===== config.mk =====
export PLATFORM = sky130hd
export DESIGN_NAME = pipeline_hazard_ctrl_flat
export DESIGN_NICKNAME = d
export VERILOG_FILES = /design/src/rtl/mips_pkg.sv /design/src/rtl/pipeline_hazard_ctrl_if.sv /design/src/rtl/hazard_match.sv /design/src/rtl/pipeline_hazard_ctrl.sv /design/src/flat_wrapper.sv
export SDC_FILE = /design/constraint.sdc
export NUM_CORES = 1
export LEC_CHECK = 0
export ABC_AREA = 1
export BUFFER_PORTS_ARGS = -buffer_cell sky130_fd_sc_hd__buf_4
export CORE_UTILIZATION = 49
export DETAILED_ROUTE_END_ITERATION = 7
export PLACE_DENSITY_LB_ADDON = 0.15
export SYNTH_ARGS = -nofsm -noshare
export SYNTH_HDL_FRONTEND = slang
export SYNTH_SLANG_ARGS = --single-unit
export TNS_END_PERCENT = 5

===== constraint.sdc =====
create_clock -name clk -period 1.86 [get_ports clk]
set_input_delay 0.093 -clock clk [delete_from_list [all_inputs] [get_ports clk]]
set_output_delay 0.093 -clock clk [all_outputs]
set_load 0.01 [all_outputs]

===== src/rtl/mips_pkg.sv =====
// Shared opcode and hazard-controller state encodings for the pipeline control blocks.
package mips_pkg;

    typedef enum logic [3:0] {
        OpNop    = 4'b0000,
        OpImm    = 4'b1001,
        OpLoad   = 4'b1010,
        OpStore  = 4'b1011,
        OpBranch = 4'b1100
    } opcode_e;

    typedef enum logic [1:0] {
        StRun     = 2'd0,
        StBrId    = 2'd1,
        StBrFlush = 2'd2
    } state_e;

endpackage


===== src/rtl/pipeline_hazard_ctrl_if.sv =====
// Pipeline-to-hazard-controller signal bundle: stage operand info in, stall/flush controls out.
interface pipeline_hazard_ctrl_if #(
    parameter int unsigned CNT_W = 16
);
    import mips_pkg::*;

    logic [3:0]       id_op;
    logic [2:0]       id_src1;
    logic [2:0]       id_src2;
    logic [2:0]       ex_dest;
    logic             ex_wb_en;
    logic             ex_is_load;
    logic [2:0]       mem_dest;
    logic             mem_wb_en;
    logic             branch_en_stall;
    logic             branch_taken;
    logic             if_hold;
    logic             id_hold;
    logic             ex_bubble;
    logic             if_flush;
    logic [CNT_W-1:0] stall_count;
    state_e           fsm_state;

    // master: the pipeline datapath; slave: the hazard controller
    modport master (
        output id_op, id_src1, id_src2, ex_dest, ex_wb_en, ex_is_load,
               mem_dest, mem_wb_en, branch_en_stall, branch_taken,
        input  if_hold, id_hold, ex_bubble, if_flush, stall_count, fsm_state
    );

    modport slave (
        input  id_op, id_src1, id_src2, ex_dest, ex_wb_en, ex_is_load,
               mem_dest, mem_wb_en, branch_en_stall, branch_taken,
        output if_hold, id_hold, ex_bubble, if_flush, stall_count, fsm_state
    );

endinterface


===== src/rtl/hazard_match.sv =====
// Register-match detector: one ID source against one stage destination.
module hazard_match (
    input  logic [2:0] src_i,
    input  logic [2:0] dest_i,
    input  logic       wb_en_i,
    output logic       hit_o
);

    // Register 0 encodes "operand unused", so it can never alias a destination.
    assign hit_o = wb_en_i && (src_i != 3'd0) && (src_i == dest_i);

endmodule


===== src/rtl/pipeline_hazard_ctrl.sv =====
// Hazard controller: combinational RAW detection with bubble insertion, plus branch
// sequencing (hold IF while the branch resolves in ID, flush IF/ID when taken).
module pipeline_hazard_ctrl
    import mips_pkg::*;
#(
    parameter int unsigned FW_EN = 1,
    parameter int unsigned CNT_W = 16
) (
    input logic                  clk,
    input logic                  rst,
    pipeline_hazard_ctrl_if.slave bus
);

    logic ex1_hit, ex2_hit, mem1_hit, mem2_hit;
    logic load_use, data_hazard;
    logic if_hold_c, ex_bubble_c, if_flush_c;

    state_e           state_q, state_d;
    logic [CNT_W-1:0] stall_q, stall_d;

    hazard_match u_match_ex_src1 (
        .src_i   (bus.id_src1),
        .dest_i  (bus.ex_dest),
        .wb_en_i (bus.ex_wb_en),
        .hit_o   (ex1_hit)
    );

    hazard_match u_match_ex_src2 (
        .src_i   (bus.id_src2),
        .dest_i  (bus.ex_dest),
        .wb_en_i (bus.ex_wb_en),
        .hit_o   (ex2_hit)
    );

    hazard_match u_match_mem_src1 (
        .src_i   (bus.id_src1),
        .dest_i  (bus.mem_dest),
        .wb_en_i (bus.mem_wb_en),
        .hit_o   (mem1_hit)
    );

    hazard_match u_match_mem_src2 (
        .src_i   (bus.id_src2),
        .dest_i  (bus.mem_dest),
        .wb_en_i (bus.mem_wb_en),
        .hit_o   (mem2_hit)
    );

    // With forwarding only a load result is too late; without it any pending write stalls.
    always_comb begin
        load_use    = bus.ex_is_load && (ex1_hit || ex2_hit);
        data_hazard = 1'b0;
        if (bus.id_op != OpNop) begin
            if (FW_EN != 0) begin
                data_hazard = load_use;
            end else begin
                data_hazard = ex1_hit || ex2_hit || mem1_hit || mem2_hit;
            end
        end
    end

    always_ff @(posedge clk or negedge rst) begin
        if (!rst) begin
            state_q <= StRun;
        end else begin
            state_q <= state_d;
        end
    end

    always_comb begin
        state_d     = state_q;
        if_hold_c   = 1'b0;
        ex_bubble_c = 1'b0;
        if_flush_c  = 1'b0;
        unique case (state_q)
            StRun: begin
                if (bus.branch_en_stall && !data_hazard) begin
                    state_d = StBrId;
                end
            end
            StBrId: begin
                if_hold_c = 1'b1;
                if (!data_hazard) begin
                    state_d = bus.branch_taken ? StBrFlush : StRun;
                end
            end
            StBrFlush: begin
                if_flush_c = 1'b1;
                state_d    = StRun;
            end
            default: begin
                state_d = StRun;
            end
        endcase
        // Data stalls override branch sequencing; ID/EX keeps moving so the bubble enters EX.
        if (data_hazard) begin
            if_hold_c   = 1'b1;
            ex_bubble_c = 1'b1;
        end
    end

    always_ff @(posedge clk or negedge rst) begin
        if (!rst) begin
            stall_q <= '0;
        end else begin
            stall_q <= stall_d;
        end
    end

    always_comb begin
        stall_d = stall_q;
        if (if_hold_c && (stall_q != {CNT_W{1'b1}})) begin
            stall_d = stall_q + CNT_W'(1);
        end
    end

    // Combinational controls are forced low while reset is held.
    assign bus.if_hold     = rst && if_hold_c;
    assign bus.ex_bubble   = rst && ex_bubble_c;
    assign bus.if_flush    = rst && if_flush_c;
    assign bus.id_hold     = 1'b0;
    assign bus.stall_count = stall_q;
    assign bus.fsm_state   = state_q;

endmodule


===== src/flat_wrapper.sv =====
// flat-port wrapper written by rule: the top's interface ports become plain ports
module pipeline_hazard_ctrl_flat import mips_pkg::*;
#(
    parameter int unsigned FW_EN = 1,
    parameter int unsigned CNT_W = 16
)
  (clk, rst, bus_id_op, bus_id_src1, bus_id_src2, bus_ex_dest, bus_ex_wb_en, bus_ex_is_load, bus_mem_dest, bus_mem_wb_en, bus_branch_en_stall, bus_branch_taken, bus_if_hold, bus_id_hold, bus_ex_bubble, bus_if_flush, bus_stall_count, bus_fsm_state);
  pipeline_hazard_ctrl_if #(.CNT_W(CNT_W)) bus_i ();
  input logic clk;
  input logic rst;
  input wire logic [$bits(bus_i.id_op)-1:0] bus_id_op;
  input wire logic [$bits(bus_i.id_src1)-1:0] bus_id_src1;
  input wire logic [$bits(bus_i.id_src2)-1:0] bus_id_src2;
  input wire logic [$bits(bus_i.ex_dest)-1:0] bus_ex_dest;
  input wire logic [$bits(bus_i.ex_wb_en)-1:0] bus_ex_wb_en;
  input wire logic [$bits(bus_i.ex_is_load)-1:0] bus_ex_is_load;
  input wire logic [$bits(bus_i.mem_dest)-1:0] bus_mem_dest;
  input wire logic [$bits(bus_i.mem_wb_en)-1:0] bus_mem_wb_en;
  input wire logic [$bits(bus_i.branch_en_stall)-1:0] bus_branch_en_stall;
  input wire logic [$bits(bus_i.branch_taken)-1:0] bus_branch_taken;
  output wire logic [$bits(bus_i.if_hold)-1:0] bus_if_hold;
  output wire logic [$bits(bus_i.id_hold)-1:0] bus_id_hold;
  output wire logic [$bits(bus_i.ex_bubble)-1:0] bus_ex_bubble;
  output wire logic [$bits(bus_i.if_flush)-1:0] bus_if_flush;
  output wire logic [$bits(bus_i.stall_count)-1:0] bus_stall_count;
  output wire logic [$bits(bus_i.fsm_state)-1:0] bus_fsm_state;
  assign bus_i.id_op = bus_id_op;
  assign bus_i.id_src1 = bus_id_src1;
  assign bus_i.id_src2 = bus_id_src2;
  assign bus_i.ex_dest = bus_ex_dest;
  assign bus_i.ex_wb_en = bus_ex_wb_en;
  assign bus_i.ex_is_load = bus_ex_is_load;
  assign bus_i.mem_dest = bus_mem_dest;
  assign bus_i.mem_wb_en = bus_mem_wb_en;
  assign bus_i.branch_en_stall = bus_branch_en_stall;
  assign bus_i.branch_taken = bus_branch_taken;
  assign bus_if_hold = bus_i.if_hold;
  assign bus_id_hold = bus_i.id_hold;
  assign bus_ex_bubble = bus_i.ex_bubble;
  assign bus_if_flush = bus_i.if_flush;
  assign bus_stall_count = bus_i.stall_count;
  assign bus_fsm_state = bus_i.fsm_state;
  pipeline_hazard_ctrl #(.FW_EN(FW_EN), .CNT_W(CNT_W)) u_core (.clk(clk), .rst(rst), .bus(bus_i));
endmodule

Word level (Yosys, flattened, before mapping)
Cells that the tools add are included.
Widths: inputs -> output; s select.
- $add $sub $neg: 1
- eq/ne operators: 7
- mux-type cells: 9
- reduce and logical (&&, ||, !) cells: 17
- operator list (operator ; count):
    $add 16x1->16 const B ; 1
    $ne 16x16->1 const B ; 1
    $logic_and 1x1->1 ; 10
    $eq 3x3->1 ; 2
    $mux 2 ; 3
    $reduce_bool 3->1 ; 2
    $mux 1 ; 5
    $pmux 2 s2 ; 1
    $reduce_bool 4->1 ; 1
    $eq 2x1->1 const B ; 1
    $eq 2x2->1 const B ; 1
    $logic_not 2->1 ; 1
    $ne 2x1->1 const B ; 1
    $ne 2x2->1 const B ; 1
    $reduce_and 2->1 ; 1
    $logic_not 1->1 ; 1
    $logic_or 1x1->1 ; 1
- register bits after elaboration: 18
- input bits: 23
- output and inout bits: 22
- word-level logic and storage cells: 36

Depth between registers and ports, before layout
Gate-level depths: netlist of the first run.
- depth in word-level cells: 10
- depth in mapped cells: 12
- mapped depth without buffers: 11

Hierarchy
From an unflattened synthesis of the first run, not the netlist that was laid out.
- cells, all modules: 204
- area, all modules: 1301.2 um^2
- by module, submodules not included (module ; instances ; cells each ; area each (um^2) ; seq. area each (um^2)):
    pipeline_hazard_ctrl ; 1 ; 172 ; 1158.6 ; 450.4
    hazard_match ; 2 ; 16 ; 71.3 ; 0.0

Least setup slack after synthesis of the first run
OpenSTA, ideal clock, no wires.
- path kind: register to register
- start point: register u_core.stall_q[0] (netlist: u_core.bus.stall_count[0])
- end point: register u_core.stall_q[15] (netlist: u_core.bus.stall_count[15])
- data arrival time: 1.546 ns
- slack: 0.197 ns
- stages on the path, launching flop included: 10
- clock period less this slack: 1.663 ns
- cells stage by stage: dfrtp_1 ha_1 nand3_2 nor2_4 nand2_2 nor2_4 nand4_4 buf_2 nand3_1 nand2_1
- word-level cells in the longest chain between the ends: 2
- ends and longest elaborated chain (what ; line ; RTL):
    start, declared ; pipeline_hazard_ctrl.sv:19 ; logic [CNT_W-1:0] stall_q, stall_d;
    start signal, assigned ; pipeline_hazard_ctrl.sv:106 ; stall_q <= stall_d;
    branches (longest 2 deep; another with $add 16x1->16) ; n/a ;
Several ways; the timed one is not identified.
A chain may end at the register's enable or synchronous reset.

Final worst setup path of the first run
- start point: register u_core.stall_q[1] (netlist: u_core.bus.stall_count[1])
- end point: register u_core.stall_q[4] (netlist: u_core.bus.stall_count[4])
The elaborated chain is that of the path after synthesis.

==> metrics.yaml, run 1 <==
worst_setup_path:
  path_class: "register to register"
  arrival_ps: 1850
  rrSetupSlack_ps: 200
  cp-startpoint: "u_core.bus.stall_count[1]$_DFFE_PN0P_"
  crit_path_end_kind: "register"
  worstRegToRegCells: 9
  r2r-start: "u_core.bus.stall_count[1]$_DFFE_PN0P_"
  cp_max_fo: 7
  crit_required_ps: 2050
  crit_path_start_kind: "register"
floorplan:
  die_w_um: 52.3
  rows: 17
  die_area_um2: 2730
  start_util_pct: 53.9
  pin_count: 45
  coreArea_um2: 2300
  die_y_um: 52.3
run:
  max_cap_violations: 0
yosys:
  synthesis.area_um2: 1240
  synth_area_leaders: "dfrtp_1 (36%), nand2_1 (19%), nand3_1 (8.9%)"
  synth-seq-cells: 18
  netlist-cell-type-count: 23
  async_flop_share_pct: 100
  synth_top_cell_area_share_pct: 36.4
  synth_fp_nets: 200
  synth_ff_type: "dfrtp_1"
  synth_most_common_cell: "nand2_1"
  yosysTopAreaCell: "dfrtp_1"
  ys_seq_area_share_pct: 36.4
  synth_cells: 176
  synthTopCellsByCount: "nand2_1 (62), nand3_1 (22), nor2_1 (22)"
  avgSynthCellArea_um2: 7.03
  yosys_warnings: 0
  synth_edf_count: 0
placement:
  hpwl_mm: 2.24
  dp_slack_ps: 204
  io_buffer_count: 39
  gp_congestion: 0.842
  place.detailed.instances: 244
timing:
  tns_ps: 0
  fin_crit_ps: 1660
  rsz0062_at_grt: "no"
  hold_viol: 0
  slew_violations: 0
  post-route-period-util_pct: 89.4
  setup_ws_ps: 197
  fmax_mhz: 601
  setup_violations: 0
  fin_skew_ps: 5.00
finish:
  fin_util_pct: 69.9
  antenna_cells: 0
  fin_nets: 246
  layoutNonFillerInstCount: 248
  drive_above_1_share_pct: 25.9
  fillers: 187
  syn2layout_area_growth_pct: 29.8
clock_tree:
  ctsHtreeMaxLevel: 1
  clkSlewWorstSetupHoldPaths_ps: 110
  postCtsSetupRepairBufs: 0
  cts.sinks: 18
  clockRootBuffer: "clkbuf_4"
  cts_tree: "yes"
  cts_buffer_depth: 2
  cts.repair.resized: 0
  cts_buffers: 3
  clk_latency_ps: 290
pwr:
  leakage_nw: 0.894
  p_per_area_nw_per_um2: 671
  total_power_mw: 1.08
  vdd_drop_max_v: 0.000575
global_routing:
  grt_max_degree: 20
  grt_pass1_wl_mm: 4.82
  overflow: 0
  antenna_found_initial: 0
  grt_use_total_pct: 23.3
  grt_pass1_vias: 1198
drt:
  drt_iter0_markers: 22
  drt.antenna.violating_nets: 0
  vias: 1261
  routed_via_density: 5.08
  routed_wl_mm: 2.85
  wl_per_cell_um: 11.5
  first_pass_iters: 4
  route.detailed.drc: 0
hold_path:
  worstHoldStart: "bus_branch_taken"
  hp-class: "input port to register"
  min_path_cells: 3
status:
  status: "complete, no violations"
report_power, final:
| group | internal [mW] | leakage (nW) | switching (mW) | total (mW) |
|---|---|---|---|---|
| Combinational | 0.182 | 0.636 | 0.197 | 0.379 |
| Sequential | 0.440 | 0.244 | 0.0604 | 0.501 |
| Clock | 0.0752 | 0.0138 | 0.123 | 0.198 |
flip-flops by register name (all words and copies together), names as in the netlist:
| register | cells |
|---|---|
| u_core.bus.stall_count | 16 |
| u_core.bus.fsm_state | 2 |
cells by family after synthesis:
family / share of synthesized area [%]
buf+inv: 6.88
flops: 36.4
compound gates: 2.12
other cells: 0.303
simple gates: 42.7
xor+xnor: 10.6
fa+ha+maj: 1.01
layer usage:
layer,vias to the layer above,global-route usage [%],wire length [um]
met1,590,26.2,1180
met5,-,0,0
met2,34,45.7,1560
met4,0,4.82,14
li1,635,-,-
met3,2,3.48,94
placed cells by master, fill, tap and decap left out, drive strengths merged:
| master | n |
|---|---|
| xor2 | 6 |
| ha | 1 |
| buf | 44 |
| conb | 1 |
| nor3 | 4 |
| o21ai | 2 |
| dfrtp | 18 |
| o22ai | 1 |
| a21oi | 2 |
| nor2 | 24 |
| inv | 15 |
| nand3 | 23 |
| nand4 | 1 |
| nand2 | 65 |
| clkbuf | 3 |
| xnor2 | 9 |
| dlygate4sd3 | 1 |
worst paths after layout:
check | to
worst min register to register | u_core.bus.stall_count[1]$_DFFE_PN0P_
worst min-delay path | u_core.bus.fsm_state[1]$_DFFE_PN0P_
worst max-delay path | u_core.bus.stall_count[4]$_DFFE_PN0P_
max in group asynchronous | u_core.bus.stall_count[1]$_DFFE_PN0P_
worst max register to register | u_core.bus.stall_count[4]$_DFFE_PN0P_
min in group asynchronous | u_core.bus.stall_count[14]$_DFFE_PN0P_
what timing repair did:
action	CTS	global route
hold buffers	1	0
setup endpoints to repair	0	0
endpoints found under the hold margin	18	0
stage by stage:
step	hold slack [ps]	area (um2)
after floorplan	-203	1240
after CTS	27.2	1610
final	24.8	1610
after detailed placement	-19.9	1570
after global placement	-25.4	1570
after global routing	30.5	1610
worst max-delay path: stages, from the launching register on:
cell,delay (ps)
dfrtp_1,400
ha_1,220
nand3_2,120
nor2_4,120
nand2_2,90
nor2_4,110
nand4_4,140
buf_4,210
nand3_1,80
nand2_1,80
area by class of cell:
type,count,area (um2),share of cell area (%)
clock buffers,3,22.5,1.40
inverters,15,56.3,3.50
multi-input cells,139,702,43.7
flip-flops and latches,18,450,28.0
well taps,28,35.0,2.18
repair buffers,45,340,21.2
Power figures use the tool's default switching activity.
==> run 2: changes to the inputs <==
--- a/config.mk
+++ b/config.mk
@@ -7,7 +7,7 @@
 export LEC_CHECK = 0
 export ABC_AREA = 1
 export BUFFER_PORTS_ARGS = -buffer_cell sky130_fd_sc_hd__buf_4
-export CORE_UTILIZATION = 49
+export CORE_UTILIZATION = 44
 export DETAILED_ROUTE_END_ITERATION = 7
 export PLACE_DENSITY_LB_ADDON = 0.15
 export SYNTH_ARGS = -nofsm -noshare
==> constraint.sdc (replaced) <==
create_clock -name clk -period 1.5 [get_ports clk]
set_input_delay 0.075 -clock clk [delete_from_list [all_inputs] [get_ports clk]]
set_output_delay 0.075 -clock clk [all_outputs]
set_load 0.01 [all_outputs]
==> run 2 against run 1 <==
- the run now ends with setup timing left
- combinational power increased by 68%
- critical path depth unchanged
- first-iteration DRC count increased by 9.1%
- count of clock-buffer cells in the layout increased by 1
- highest routed layer unchanged
- worst setup slack got worse by 220 ps
- register-to-register slack got worse by 220 ps
- sequential cell count unchanged
==> metrics.yaml, run 2 (same netlist as run 1, synthesis figures left out) <==
global_routing:
  grt_pass1_wl_mm: 5.26  # was 4.82 mm
  overflow: 0  # unchanged
  grt_use_total_pct: 24.6  # was 23.3%
  grt_max_degree: 20  # unchanged
  grt_pass1_vias: 1303  # was 1198
  antenna_found_initial: 0  # unchanged
clock_tree:
  clockRootBuffer: "clkbuf_4"  # unchanged
  cts_buffers: 3  # unchanged
  cts.sinks: 18  # unchanged
  clkSlewWorstSetupHoldPaths_ps: 110  # about the same
  ctsHtreeMaxLevel: 1  # unchanged
  clk_latency_ps: 310  # was 290 ps
  cts_tree: "yes"  # unchanged
  cts_buffer_depth: 2  # unchanged
  postCtsSetupRepairBufs: 0  # unchanged
timing:
  hold_viol: 0  # unchanged
  slew_violations: 0  # unchanged
  rsz0062_at_grt: "yes"  # was no
  fmax_mhz: 655  # was 601 MHz
  setup_violations: 12  # was 0
  hold_slack_ps: 17.7  # was 24.8 ps
  fin_crit_ps: 1530  # was 1660 ps
  fin_skew_ps: 0.949  # was 5.00 ps
  setup_ws_ps: -27.2  # was 197 ps
  tns_ps: -106  # was 0 ps
  post-route-period-util_pct: 102  # was 89.4%
pwr:
  vdd_drop_max_v: 0.000926  # was 0.000575 V
  leakage_nw: 0.995  # was 0.894 nW
  p_per_area_nw_per_um2: 873  # was 671 nW/um2
  total_power_mw: 1.58  # was 1.08 mW
placement:
  hpwl_mm: 2.43  # was 2.24 mm
  gp_congestion: 0.871  # was 0.842
  io_buffer_count: 39  # unchanged
  place.detailed.instances: 262  # was 244
floorplan:
  die_area_um2: 3030  # was 2730 um2
  die_w_um: 55.0  # was 52.3 um
  die_y_um: 55.0  # was 52.3 um
  start_util_pct: 48.2  # was 53.9%
  coreArea_um2: 2570  # was 2300 um2
  rows: 18  # was 17
  pin_count: 45  # unchanged
hold_path:
  hp-class: "input port to register"  # unchanged
finish:
  multi_input_area_um2: 727  # was 702 um2
  fin_nets: 263  # was 246
  largest_reg_flops: 16  # unchanged
  final_cell_mix: "nand2_1 (62), buf_4 (58), nor2_1 (22)"  # was nand2_1 (62), buf_4 (44), nor2_1 (22), nand3_1 (22), dfrtp_1 (18)
  fillers: 221  # was 187
  regArea_um2: 453  # was 450 um2
  layoutNonFillerInstCount: 268  # was 248
  antenna_cells: 0  # unchanged
  drive_above_1_share_pct: 32.8  # was 25.9%
  final_common_cell: "nand2_1"  # unchanged
  syn2layout_area_growth_pct: 45.9  # was 29.8%
drt:
  routed_via_density: 4.97  # was 5.08
  drt_iter0_markers: 24  # was 22
  drt.antenna.violating_nets: 0  # unchanged
  route.detailed.drc: 0  # unchanged
  routed_wl_mm: 3.18  # was 2.85 mm
  vias: 1332  # was 1261
  first_pass_iters: 4  # unchanged
  wl_per_cell_um: 11.9  # was 11.5 um
worst_setup_path:
  arrival_ps: 1740  # was 1850 ps
  cp_max_fo: 12  # was 7
  crit_path_start_kind: "register"  # unchanged
  crit_required_ps: 1710  # was 2050 ps
  crit_path_end_kind: "register"  # unchanged
  path_class: "register to register"  # unchanged
run:
  max_cap_violations: 0  # unchanged
status:
  status: "finished, violations left"  # was complete, no violations
  violations: "setup timing"
==> run 2: cell types whose count changed in the layout (fill, tap and decap cells not counted), sizes merged <==
cell / delta
buf: +16
clkbuf: +1
dlygate4sd3: +1
==> run 2: final timing paths <==
check                                                    endpoint  cells past startpoint                                    from  slack [ps]
max reg2reg                u_core.bus.stall_count[12]$_DFFE_PN0P_                      9   u_core.bus.stall_count[1]$_DFFE_PN0P_         -30
min in group asynchronous   u_core.bus.stall_count[8]$_DFFE_PN0P_                      2                                     rst         160
min                           u_core.bus.fsm_state[0]$_DFFE_PN0P_                      3                     bus_branch_en_stall          20
max in group asynchronous   u_core.bus.stall_count[1]$_DFFE_PN0P_                      2                                     rst        1120
max                        u_core.bus.stall_count[12]$_DFFE_PN0P_                      9   u_core.bus.stall_count[1]$_DFFE_PN0P_         -30
min reg2reg                u_core.bus.stall_count[14]$_DFFE_PN0P_                      2  u_core.bus.stall_count[14]$_DFFE_PN0P_         570
==> run 2: final cells by class <==
cell class / count / area share, %
multi-input combinational: 139 / 40.3
inverter: 15 / 3.12
clock buffer: 4 / 2.01
sequential: 18 / 25.1
timing repair buffer: 62 / 27.4
tap: 30 / 2.08
==> run 2: timing repair <==
item	4_1_cts	5_1_grt
hold endpoints to repair	19	0
hold buffers	2	0
resized for setup	0	1
endpoints found under the setup margin	13	16
gates cloned	0	0
==> run 2: through the flow <==
stage,area (um2),worst slack [ps],utilization (%)
finish,1810,-27.2,70.3
global route,1810,-111,70.3
CTS,1800,-32.8,70.1
detailed placement,1740,-14.7,67.9
global placement,1740,35.3,67.9
floorplan,1270,-48.6,-
==> run 2: routing by layer <==
metal / part of all wire (%) / GRT usage [%] / vias up
li1: - / - / 671
met4: 3.2 / 12.9 / 0
met5: 0 / 0 / -
met2: 52 / 47.8 / 44
met3: 4.1 / 3.55 / 9
met1: 40 / 24.8 / 608
==> run 2: worst max-delay path: stages (launching register included) <==
cell and delay, ps:
dfrtp_2 400, ha_4 160, nand3_4 90, nor2_4 130, nand2_2 80, nor2_4 110
nand4_4 130, buf_12 190, nand3_1 80, nand2_1 70
==> run 2: power breakdown <==
group          total (mW)  switching [mW]  internal (mW)
logic               0.638           0.303          0.334
registers           0.615          0.0630          0.552
clock network       0.324           0.175          0.149
==> run 3: changes to the inputs <==
--- a/config.mk
+++ b/config.mk
@@ -5,9 +5,9 @@
 export SDC_FILE = /design/constraint.sdc
 export NUM_CORES = 1
 export LEC_CHECK = 0
-export ABC_AREA = 1
+export ABC_CLOCK_PERIOD_IN_PS = 1500
 export BUFFER_PORTS_ARGS = -buffer_cell sky130_fd_sc_hd__buf_4
-export CORE_UTILIZATION = 44
+export CORE_UTILIZATION = 42
 export DETAILED_ROUTE_END_ITERATION = 7
 export PLACE_DENSITY_LB_ADDON = 0.15
 export SYNTH_ARGS = -nofsm -noshare
==> run 3 against run 2 <==
- the flow still finishes with violations (setup timing)
- synthesized cell count shrank 42%
- via count shrank 21%
- worst setup slack improved by 21 ps
- area after synthesis down 12%
- sequential power is 21% higher
- sequential cell count unchanged
- count of clock-buffer cells in the layout did not move
- critical path depth down 2
- first-iteration DRC count down 83%
==> metrics.yaml, run 3 <==
floorplan:
  pin_count: 45  # unchanged
  die_w_um: 53.1  # was 55.0 um
  start_util_pct: 44.2  # was 48.2%
  coreArea_um2: 2480  # was 2570 um2
  die_y_um: 53.1  # was 55.0 um
  rows: 18  # unchanged
  die_area_um2: 2810  # was 3030 um2
yosys:
  synth_area_leaders: "dfrtp_1 (41%), xor2_1 (14%), a211oi_2 (4.6%)"  # was dfrtp_1 (36%), nand2_1 (19%), nand3_1 (8.9%)
  yosys_warnings: 0  # unchanged
  async_flop_share_pct: 100  # unchanged
  synth_ff_type: "dfrtp_1"  # unchanged
  avgSynthCellArea_um2: 10.7  # was 7.03 um2
  netlist-cell-type-count: 33  # was 23
  synth_cells: 102  # was 176
  synthTopCellsByCount: "dfrtp_1 (18), xor2_1 (18), nand2_1 (8)"  # was nand2_1 (62), nand3_1 (22), nor2_1 (22)
  synth_top_cell_area_share_pct: 41.1  # was 36.4%
  synth_fp_nets: 126  # was 200
  yosysTopAreaCell: "dfrtp_1"  # unchanged
  ys_seq_area_share_pct: 41.1  # was 36.4%
  synth-seq-cells: 18  # unchanged
  synthesis.area_um2: 1090  # was 1240 um2
  synth_edf_count: 0  # unchanged
pwr:
  vdd_drop_max_v: 0.00103  # was 0.000926 V
  power.switching_mw: 0.891  # was 0.542 mW
  total_power_mw: 2.36  # was 1.58 mW
  leakage_nw: 0.723  # was 0.995 nW
  clkPwrFrac_pct: 11.0  # was 20.6%
  pwr-share-comb_pct: 57.3  # was 40.5%
  swShare_pct: 37.8  # was 34.4%
  p_per_area_nw_per_um2: 1350  # was 873 nW/um2
  power.internal_mw: 1.47  # was 1.03 mW
  p_seq_share_pct: 31.7  # was 39.0%
status:
  violations: "setup timing"  # unchanged
  status: "finished, violations left"  # unchanged
timing:
  setup_violations: 2  # was 12
  tns_ps: -11.2  # was -106 ps
  post-route-period-util_pct: 100  # was 102%
  slew_violations: 0  # unchanged
  fmax_mhz: 664  # was 655 MHz
  hold_viol: 0  # unchanged
  fin_crit_ps: 1510  # was 1530 ps
  setup_ws_ps: -6.28  # was -27.2 ps
  fin_skew_ps: 17.7  # was 0.949 ps
  rsz0062_at_grt: "yes"  # unchanged
clock_tree:
  cts_tree: "yes"  # unchanged
  clockRootBuffer: "clkbuf_4"  # unchanged
  cts.sinks: 18  # unchanged
  cts_buffer_depth: 2  # unchanged
  ctsHtreeMaxLevel: 1  # unchanged
  cts_buffers: 3  # unchanged
  clkSlewWorstSetupHoldPaths_ps: 120  # was 110 ps
  clk_latency_ps: 300  # was 310 ps
finish:
  drive_above_1_share_pct: 57.3  # was 32.8%
  syn2layout_area_growth_pct: 59.2  # was 45.9%
  largest_reg_flops: 16  # unchanged
  fin_nets: 196  # was 263
  fillers: 213  # was 221
  final_cell_mix: "buf_4 (64), xor2_1 (18), dfrtp_1 (17)"  # was nand2_1 (62), buf_4 (58), nor2_1 (22)
  fin_util_pct: 70.4  # was 70.3%
  final_common_cell: "buf_4"  # was nand2_1
  antenna_cells: 0  # unchanged
worst_setup_path:
  crit_path_start_kind: "register"  # unchanged
  path_class: "register to register"  # unchanged
  cp_max_fo: 4  # was 12
  arrival_ps: 1700  # was 1740 ps
  crit_path_end_kind: "register"  # unchanged
  crit_required_ps: 1690  # was 1710 ps
drt:
  drt.antenna.violating_nets: 0  # unchanged
  drt_iter0_markers: 4  # was 24
  routed_via_density: 5.22  # was 4.97
  first_pass_iters: 4  # unchanged
  wl_per_cell_um: 13.3  # was 11.9 um
  routed_wl_mm: 2.68  # was 3.18 mm
  route.detailed.drc: 0  # unchanged
  vias: 1049  # was 1332
global_routing:
  antenna_found_initial: 0  # unchanged
  overflow: 0  # unchanged
  grt_max_degree: 21  # was 20
  grt_use_total_pct: 21.0  # was 24.6%
  grt_pass1_vias: 1013  # was 1303
  grt_pass1_wl_mm: 4.32  # was 5.26 mm
placement:
  hpwl_mm: 2.01  # was 2.43 mm
  gp_congestion: 0.794  # was 0.871
  io_buffer_count: 39  # unchanged
hold_path:
  hp-class: "input port to register"  # unchanged
run:
  max_cap_violations: 0  # unchanged
[run 3: cell count changes after synthesis, moves of 4 or more]
cell	before	now
nor2_1	22	6
xnor2_1	9	1
inv_1	13	2
a211oi_2	0	4
a211oi_1	0	4
nand3_1	22	6
xor2_1	6	18
nand2_1	62	8
[run 3: worst paths after layout]
check,cells past startpoint,to,slack [ps],startpoint
setup / recovery,7,u_core.bus.stall_count[4]$_DFFE_PN0P_,-6,u_core.bus.stall_count[0]$_DFFE_PN0P_
hold / removal,2,u_core.bus.fsm_state[1]$_DFFE_PN0P_,60,bus_branch_taken
setup reg to reg,7,u_core.bus.stall_count[4]$_DFFE_PN0P_,-6,u_core.bus.stall_count[0]$_DFFE_PN0P_
hold reg to reg,1,u_core.bus.stall_count[15]$_DFFE_PN0P_,510,u_core.bus.stall_count[15]$_DFFE_PN0P_
max in group asynchronous,2,u_core.bus.stall_count[14]$_DFFE_PN0P_,1100,rst
min in group asynchronous,2,u_core.bus.stall_count[12]$_DFFE_PN0P_,170,rst
[run 3: cell families after synthesis]
kind of cell / count (synthesis) / share of synthesized area [%]
AO/OA/AOI/OAI: 19 / 17.6
XOR/XNOR: 19 / 15.2
adder cells (fa/ha/maj): 1 / 1.14
buffers and inverters: 5 / 2.74
flip-flops: 18 / 41.1
multiplexers: 3 / 2.97
other: 1 / 0.343
AND/OR/NAND/NOR: 36 / 18.9
[run 3: power groups by stage]
stage | clock network (mW) | registers [mW] | logic [mW]
floorplan | 0 | 0.898 | 0.436
global placement | 0 | 0.745 | 1.26
detailed placement | 0 | 0.751 | 1.30
CTS | 0.263 | 0.743 | 1.33
global route | 0.284 | 0.768 | 1.47
finish | 0.260 | 0.747 | 1.35
[run 3: per-layer routing]
layer	global-route usage, %	wire [um]
met5	0	0
met4	6.14	13
met3	3.74	127
met2	38.0	1440
met1	25.0	1100
[run 3: final cells by class]
| type | instances | area, um2 | area share [%] |
|---|---|---|---|
| clock buffer | 4 | 26.3 | 1.51 |
| inverter | 2 | 7.51 | 0.431 |
| multi-input combinational | 79 | 687 | 39.4 |
| sequential | 18 | 452 | 25.9 |
| tap | 30 | 37.5 | 2.15 |
| timing repair buffer | 68 | 533 | 30.6 |
[run 3: timing repair]
action / 4_1_cts / 5_1_grt
pin swaps: 5 / 5
cloned: 0 / 0
endpoints found under the hold margin: 18 / 0
buffers inserted: 3 / 0
gates resized for setup: 3 / 8
hold buffers: 1 / 0
setup endpoints to repair: 17 / 16
[run 3: metrics by stage]
step                instance area [um2]  worst slack [ps]  hold slack (ps)  std cells
detailed placement                 1630              -247            -32.5        193
global route                       1740             -73.3             77.8        201
global placement                   1630              -215            -30.8        193
finish                             1740             -6.28             62.7        201
CTS                                1710             -11.4             57.0        201
floorplan                          1120             -79.5             -221        102
[run 3: critical path: stages, from the launching register on]
cell and delay [ps]:
dfrtp_1 380, ha_2 190, nand2_2 80, or2_4 270
nor2_4 150, buf_4 150, a211oi_2 40, xor2_1 140
